<file path="src/rtl/lapido_pkg.sv">
`default_nettype none
// ============================================================================
// Module      : lapido_pkg
// Description : Shared definitions for the pipeline hazard controller:
//               FSM state encoding, default register-index width, default
//               memory-wait timeout and a helper that sizes the wait counter.
// Revision    : 1.0  initial release
// ============================================================================
package lapido_pkg;

    // Hazard controller FSM states
    typedef enum logic [1:0] {
        ST_RUN   = 2'd0,
        ST_STALL = 2'd1,
        ST_WAIT  = 2'd2,
        ST_ERROR = 2'd3
    } hazard_state_t;

    // Register-index width, matches the 4-bit registerFileWrite field
    localparam int REG_BITS_DEF    = 4;
    // Maximum consecutive memBusy cycles tolerated before ERROR
    localparam int MEM_TIMEOUT_DEF = 255;

    // Width needed to hold the values 0..timeout in the wait counter
    function automatic int wait_cnt_width(input int timeout);
        return (timeout < 2) ? 1 : $clog2(timeout + 1);
    endfunction

endpackage : lapido_pkg
`default_nettype wire

</file>
<file path="src/rtl/sat_counter.sv">
`default_nettype none
// ============================================================================
// Module      : sat_counter
// Description : Saturating up-counter. Advances on the falling clock edge
//               (aligned with the pipeline registers) and sticks at all-ones.
// Ports       : clock    in   clock (falling edge active)
//               clear_n  in   asynchronous active-low clear
//               inc      in   increment enable
//               count    out  WIDTH-bit count value
// Revision    : 1.0  initial release
// ============================================================================
module sat_counter #(
    parameter int WIDTH = 16
) (
    input  logic             clock,
    input  logic             clear_n,
    input  logic             inc,
    output logic [WIDTH-1:0] count
);

    always_ff @(negedge clock or negedge clear_n) begin
        if (!clear_n) begin
            count <= '0;
        end else if (inc && (count != {WIDTH{1'b1}})) begin
            count <= count + 1'b1;
        end
    end

endmodule : sat_counter
`default_nettype wire

</file>
<file path="src/rtl/hazard_ctrl.sv">
`default_nettype none
// ============================================================================
// Module      : hazard_ctrl
// Description : Pipeline hazard controller. Detects load-use hazards, flushes
//               on taken branches, freezes the front end while data memory is
//               busy and latches a sticky timeout error when memory stays busy
//               for MEM_TIMEOUT consecutive cycles. State updates on the
//               falling clock edge, aligned with the pipeline registers.
// Config      : HAZARD_PERF_EN - when defined, stallCount / flushCount are
//               live saturating counters; otherwise they are tied to zero.
// Ports       : clock                  in   clock (falling edge active)
//               reset_n                in   asynchronous active-low reset
//               ifidRs, ifidRt         in   decode-stage source registers
//               ifidUsesRt             in   decode instruction reads ifidRt
//               idexMemRead            in   ID/EX holds a load
//               idexRegWrite           in   ID/EX writes a register
//               idexRegisterFileWrite  in   ID/EX destination register
//               exBranchTaken          in   branch resolved taken in EX
//               memBusy                in   data memory not ready
//               pcWrite, ifidWrite     out  PC / IF/ID update enables
//               idexBubble             out  zero all ID/EX control inputs
//               idexHold               out  ID/EX keeps its contents
//               ifidFlush              out  zero the IF/ID instruction
//               memTimeout             out  sticky memory-timeout error
//               stallCount, flushCount out  performance counters
// Revision    : 1.0  initial release
// ============================================================================
module hazard_ctrl
    import lapido_pkg::*;
#(
    parameter int REG_BITS    = REG_BITS_DEF,
    parameter int MEM_TIMEOUT = MEM_TIMEOUT_DEF,
    parameter int CNT_W       = 16
) (
    input  logic                clock,
    input  logic                reset_n,
    input  logic [REG_BITS-1:0] ifidRs,
    input  logic [REG_BITS-1:0] ifidRt,
    input  logic                ifidUsesRt,
    input  logic                idexMemRead,
    input  logic                idexRegWrite,
    input  logic [REG_BITS-1:0] idexRegisterFileWrite,
    input  logic                exBranchTaken,
    input  logic                memBusy,
    output logic                pcWrite,
    output logic                ifidWrite,
    output logic                idexBubble,
    output logic                idexHold,
    output logic                ifidFlush,
    output logic                memTimeout,
    output logic [CNT_W-1:0]    stallCount,
    output logic [CNT_W-1:0]    flushCount
);

    localparam int WAIT_W = wait_cnt_width(MEM_TIMEOUT);

    hazard_state_t     state;
    hazard_state_t     state_nxt;
    logic [WAIT_W-1:0] wait_cnt;
    logic [WAIT_W-1:0] wait_cnt_nxt;
    logic [WAIT_W-1:0] wait_cnt_inc;
    logic              load_use;
    logic              stall_inc;
    logic              flush_inc;

    // Register 0 is deliberately not exempt from the hazard compare.
    assign load_use = idexMemRead & idexRegWrite &
                      ((idexRegisterFileWrite == ifidRs) |
                       (ifidUsesRt & (idexRegisterFileWrite == ifidRt)));

    assign wait_cnt_inc = wait_cnt + WAIT_W'(1);

    // ERROR is only left through reset, so the state itself is the sticky flag.
    assign memTimeout = (state == ST_ERROR);

    always_ff @(negedge clock or negedge reset_n) begin
        if (!reset_n) begin
            state    <= ST_RUN;
            wait_cnt <= '0;
        end else begin
            state    <= state_nxt;
            wait_cnt <= wait_cnt_nxt;
        end
    end

    always_comb begin
        state_nxt    = state;
        wait_cnt_nxt = wait_cnt;
        pcWrite      = 1'b1;
        ifidWrite    = 1'b1;
        idexBubble   = 1'b0;
        idexHold     = 1'b0;
        ifidFlush    = 1'b0;
        stall_inc    = 1'b0;
        flush_inc    = 1'b0;

        case (state)
            ST_RUN, ST_STALL: begin
                // Priority: branch > memBusy > loadUse. A loadUse still
                // present during the STALL cycle is the one already handled.
                if (exBranchTaken) begin
                    ifidFlush = 1'b1;
                    idexBubble = 1'b1;
                    flush_inc = 1'b1;
                    state_nxt = ST_RUN;
                end else if (memBusy) begin
                    pcWrite      = 1'b0;
                    ifidWrite    = 1'b0;
                    idexHold     = 1'b1;
                    stall_inc    = 1'b1;
                    wait_cnt_nxt = WAIT_W'(1);
                    state_nxt    = (MEM_TIMEOUT <= 1) ? ST_ERROR : ST_WAIT;
                end else if (load_use && (state == ST_RUN)) begin
                    pcWrite    = 1'b0;
                    ifidWrite  = 1'b0;
                    idexBubble = 1'b1;
                    stall_inc  = 1'b1;
                    state_nxt  = ST_STALL;
                end else begin
                    state_nxt = ST_RUN;
                end
            end

            ST_WAIT: begin
                // A branch sitting in EX is frozen with the pipeline and is
                // acted on once memory releases.
                if (memBusy) begin
                    pcWrite      = 1'b0;
                    ifidWrite    = 1'b0;
                    idexHold     = 1'b1;
                    stall_inc    = 1'b1;
                    wait_cnt_nxt = wait_cnt_inc;
                    if (wait_cnt_inc >= WAIT_W'(MEM_TIMEOUT)) begin
                        state_nxt = ST_ERROR;
                    end
                end else begin
                    wait_cnt_nxt = '0;
                    state_nxt    = ST_RUN;
                end
            end

            ST_ERROR: begin
                pcWrite   = 1'b0;
                ifidWrite = 1'b0;
                idexHold  = 1'b1;
            end

            default: begin
                state_nxt = ST_RUN;
            end
        endcase

        // While reset is held the pipeline must run free, even if a freeze
        // condition is present on the inputs.
        if (!reset_n) begin
            pcWrite    = 1'b1;
            ifidWrite  = 1'b1;
            idexBubble = 1'b0;
            idexHold   = 1'b0;
            ifidFlush  = 1'b0;
        end
    end

`ifdef HAZARD_PERF_EN
    sat_counter #(
        .WIDTH (CNT_W)
    ) u_stall_cnt (
        .clock   (clock),
        .clear_n (reset_n),
        .inc     (stall_inc),
        .count   (stallCount)
    );

    sat_counter #(
        .WIDTH (CNT_W)
    ) u_flush_cnt (
        .clock   (clock),
        .clear_n (reset_n),
        .inc     (flush_inc),
        .count   (flushCount)
    );
`else
    assign stallCount = '0;
    assign flushCount = '0;

    logic unused_perf;
    assign unused_perf = stall_inc ^ flush_inc;
`endif

endmodule : hazard_ctrl
`default_nettype wire

</file>
<file path="config.mk">
export PLATFORM = sky130hd
export DESIGN_NAME = hazard_ctrl
export DESIGN_NICKNAME = d
export VERILOG_FILES = /design/src/rtl/lapido_pkg.sv /design/src/rtl/sat_counter.sv /design/src/rtl/hazard_ctrl.sv
export SDC_FILE = /design/constraint.sdc
export NUM_CORES = 1
export LEC_CHECK = 0
export BUFFER_PORTS_ARGS = -buffer_cell sky130_fd_sc_hd__buf_2
export CAP_MARGIN = 40
export CORE_AREA = 2 2 60 62
export CTS_BUF_LIST = sky130_fd_sc_hd__clkbuf_8 sky130_fd_sc_hd__clkbuf_16
export DETAILED_ROUTE_END_ITERATION = 6
export DIE_AREA = 0 0 62 64
export PLACE_DENSITY_LB_ADDON = 0.1
export SLEW_MARGIN = 20
export SYNTH_ARGS = -nofsm -noshare
export SYNTH_HDL_FRONTEND = slang
export SYNTH_SLANG_ARGS = --single-unit
</file>
<file path="constraint.sdc">
create_clock -name clock -period 1.5 [get_ports clock]
set_input_delay 0.3 -clock clock [delete_from_list [all_inputs] [get_ports clock]]
set_output_delay 0.3 -clock clock [all_outputs]
set_load 0.05 [all_outputs]
</file>
==> impl_metrics.toml <==
[global_route]
grtUsageTotal_pct = 14.4
gr-total-overflow = 0
grt_start_max_net_pins = 15
grt_pass1_vias = 951
grt_antenna_before_repair = 0
grt_pass1_wl_um = 4340

[floorplanning]
dieWidth_um = 62
num_rows = 21
pin_count = 57
initial_core_util_pct = 34.1
core_area_mm2 = 0.00328
die_area_mm2 = 0.00397
die_h_um = 64

[drt]
first_iter_violations = 83
wl_per_cell_um = 11.7
drt_wl_total_um = 2740
vias = 1047
drtAntennaViolNets = 0
first_pass_iters = 4
drcViolationCount = 0
via_per_inst = 4.47

[logic_synthesis]
synth_cell_type_count = 36
synthCells = 140
synth-edff-count = 0
synthesis.area_mm2 = 0.00112
yosysSeqAreaShare_pct = 22.4
ys.warnings.count = 0
ys_seq_elements = 10
synthFlopType = "dfrtn_1"
avgSynthCellArea_um2 = 7.99
async_reset_ff_share_pct = 100

[final_layout]
finalNetCount = 210
insertedDiodeCount = 0
final_area_mm2 = 0.00159
final_cells = 234
nFillCells = 319
register_area_um2 = 250
syn_to_final_growth_pct = 42.1
layout_commonest_cell = "conb_1"
multi_input_area_um2 = 788
mostFrequentLayoutCells = "conb_1, buf_4, buf_6, buf_2, nand2_1"
drive_gt1_share_pct = 44.7

[worst_setup_path]
required_ns = 1.20
cp_max_fo = 2
critPathKind = "reg -> out"
end_kind = "output pin"
crit_arrival_ns = 2.39
setup.worst_path.start_class = "flop"

[place]
gp_congestion = 0.827
portBuffers = 24
placedCellCount = 227
dpl_cell_area_mm2 = 0.00135
dp_hpwl_um = 2110

[sta]
rsz0062_at_grt = "yes"
finClkSkew_ns = 0.000749
fin_ws_ns = -1.19
final-hold-violation-count = 0
setup_viol = 11
slew_violations = 0

[outcome]
status = "complete, but fails checks"
violations = "setup timing"

[cts]
tritoncts = "yes"
htreeDepth = 1
clk_path_buf_depth = 2
cts_hold_buf = 0
root_buffer = "clkbuf_8"
path_clk_slew_ns = 0.04
clock-sinks = 10
cts_buffers = 3
worstSkewPairLatency_ns = 0.26

[power]
p_leak_nw = 0.773
p_per_area_mw_per_mm2 = 598
irDropWorstVdd_mv = 0.301
finalPower_mw = 0.950

[min_path]
hold_class = "reg -> reg"

[flow_run]
drv_cap = 0
## sequential cells by signal (all words and copies together) (netlist names)
name      cells
state         2
wait_cnt      8
## synthesized netlist by cell type (all sizes together), types with 2 or more instances
library cell	n	area (um^2)
nor2	7	26.3
xor2	4	35.0
and3	2	12.5
ha	2	25.0
xnor2	5	43.8
buf	37	285
nand3	4	20.0
nand4	2	12.5
nand2	16	62.6
mux2i	2	20.0
a22o	6	53.8
nor3	3	15.0
o21ai	8	40.0
clkbuf	2	11.3
mux2	2	26.3
o22ai	3	18.8
dfrtn	10	250
a21oi	3	15.0
inv	4	15.0
nand2b	7	43.8
## critical path, stage by stage, from the launching register on
cell and delay (ns):
dfrtn_1 0.34, and4bb_2 0.32, nand3_2 0.07, nor3_2 0.10, a31oi_1 0.07, o31a_2 0.32
buf_6 0.16
## where the power goes
part           switching, mW  total [mW]  internal [mW]
logic                  0.246       0.317         0.0705
clock network          0.126       0.359          0.232
registers            0.00154       0.275          0.273
total                  0.374       0.950          0.576
## routing by layer
metal | track usage [%] | part of all wire, %
met5 | 0 | 0
met4 | 1.60 | 0.55
met3 | 5.06 | 7.4
met2 | 23.0 | 49
met1 | 18.8 | 43
## layout make-up
| type | count | share of cell area (%) |
|---|---|---|
| multi-input cells | 118 | 49.6 |
| repair buffers | 52 | 26.1 |
| flip-flops and latches | 10 | 15.7 |
| well taps | 46 | 3.62 |
| inverters | 4 | 1.42 |
| clock buffers | 4 | 3.46 |
## through the flow
step | setup slack (ns) | TNS [ns] | hold slack (ns) | util, %
finish | -1.19 | -6.91 | 0.541 | 48.4
detailed placement | -1.04 | -8.82 | 0.542 | 41.1
global placement | -1.00 | -8.65 | 0.541 | 41.1
CTS | -1.20 | -6.79 | 0.545 | 47.0
floorplan | -1.19 | -6.12 | 0.498 | -
global route | -1.27 | -7.48 | 0.600 | 48.4
## worst paths after layout
path	start	to	slack [ns]	cells past startpoint
setup / recovery	state[0]	pcWrite	-1.19	6
hold / removal	wait_cnt[4]	wait_cnt[4]	0.54	2
setup reg to reg	wait_cnt[0]	state[0]	0	6
hold reg to reg	wait_cnt[4]	wait_cnt[4]	0.54	2
max in group asynchronous	reset_n	wait_cnt[6]	0.63	2
min in group asynchronous	reset_n	wait_cnt[1]	0.69	2
## timing repair
action,CTS,global route
resized for setup,33,9
pin swaps,8,5
setup endpoints to repair,12,13
buffers inserted,2,1
## logic make-up (layout without fill, tap and decap cells)
family                   count (synthesis)  after routing  share of synthesized area (%)
AND/OR/NAND/NOR                         45             45                           20.2
XOR/XNOR                                 9              9                           7.05
AO/OA/AOI/OAI                           26             26                           15.8
buffers and inverters                   43             60                           27.9
other                                    1             32                          0.335
flip-flops                              10             10                           22.4
multiplexers                             4              4                           4.14
adder cells (fa/ha/maj)                  2              2                           2.24
Note: power is estimated with default switching activity, not from simulation.
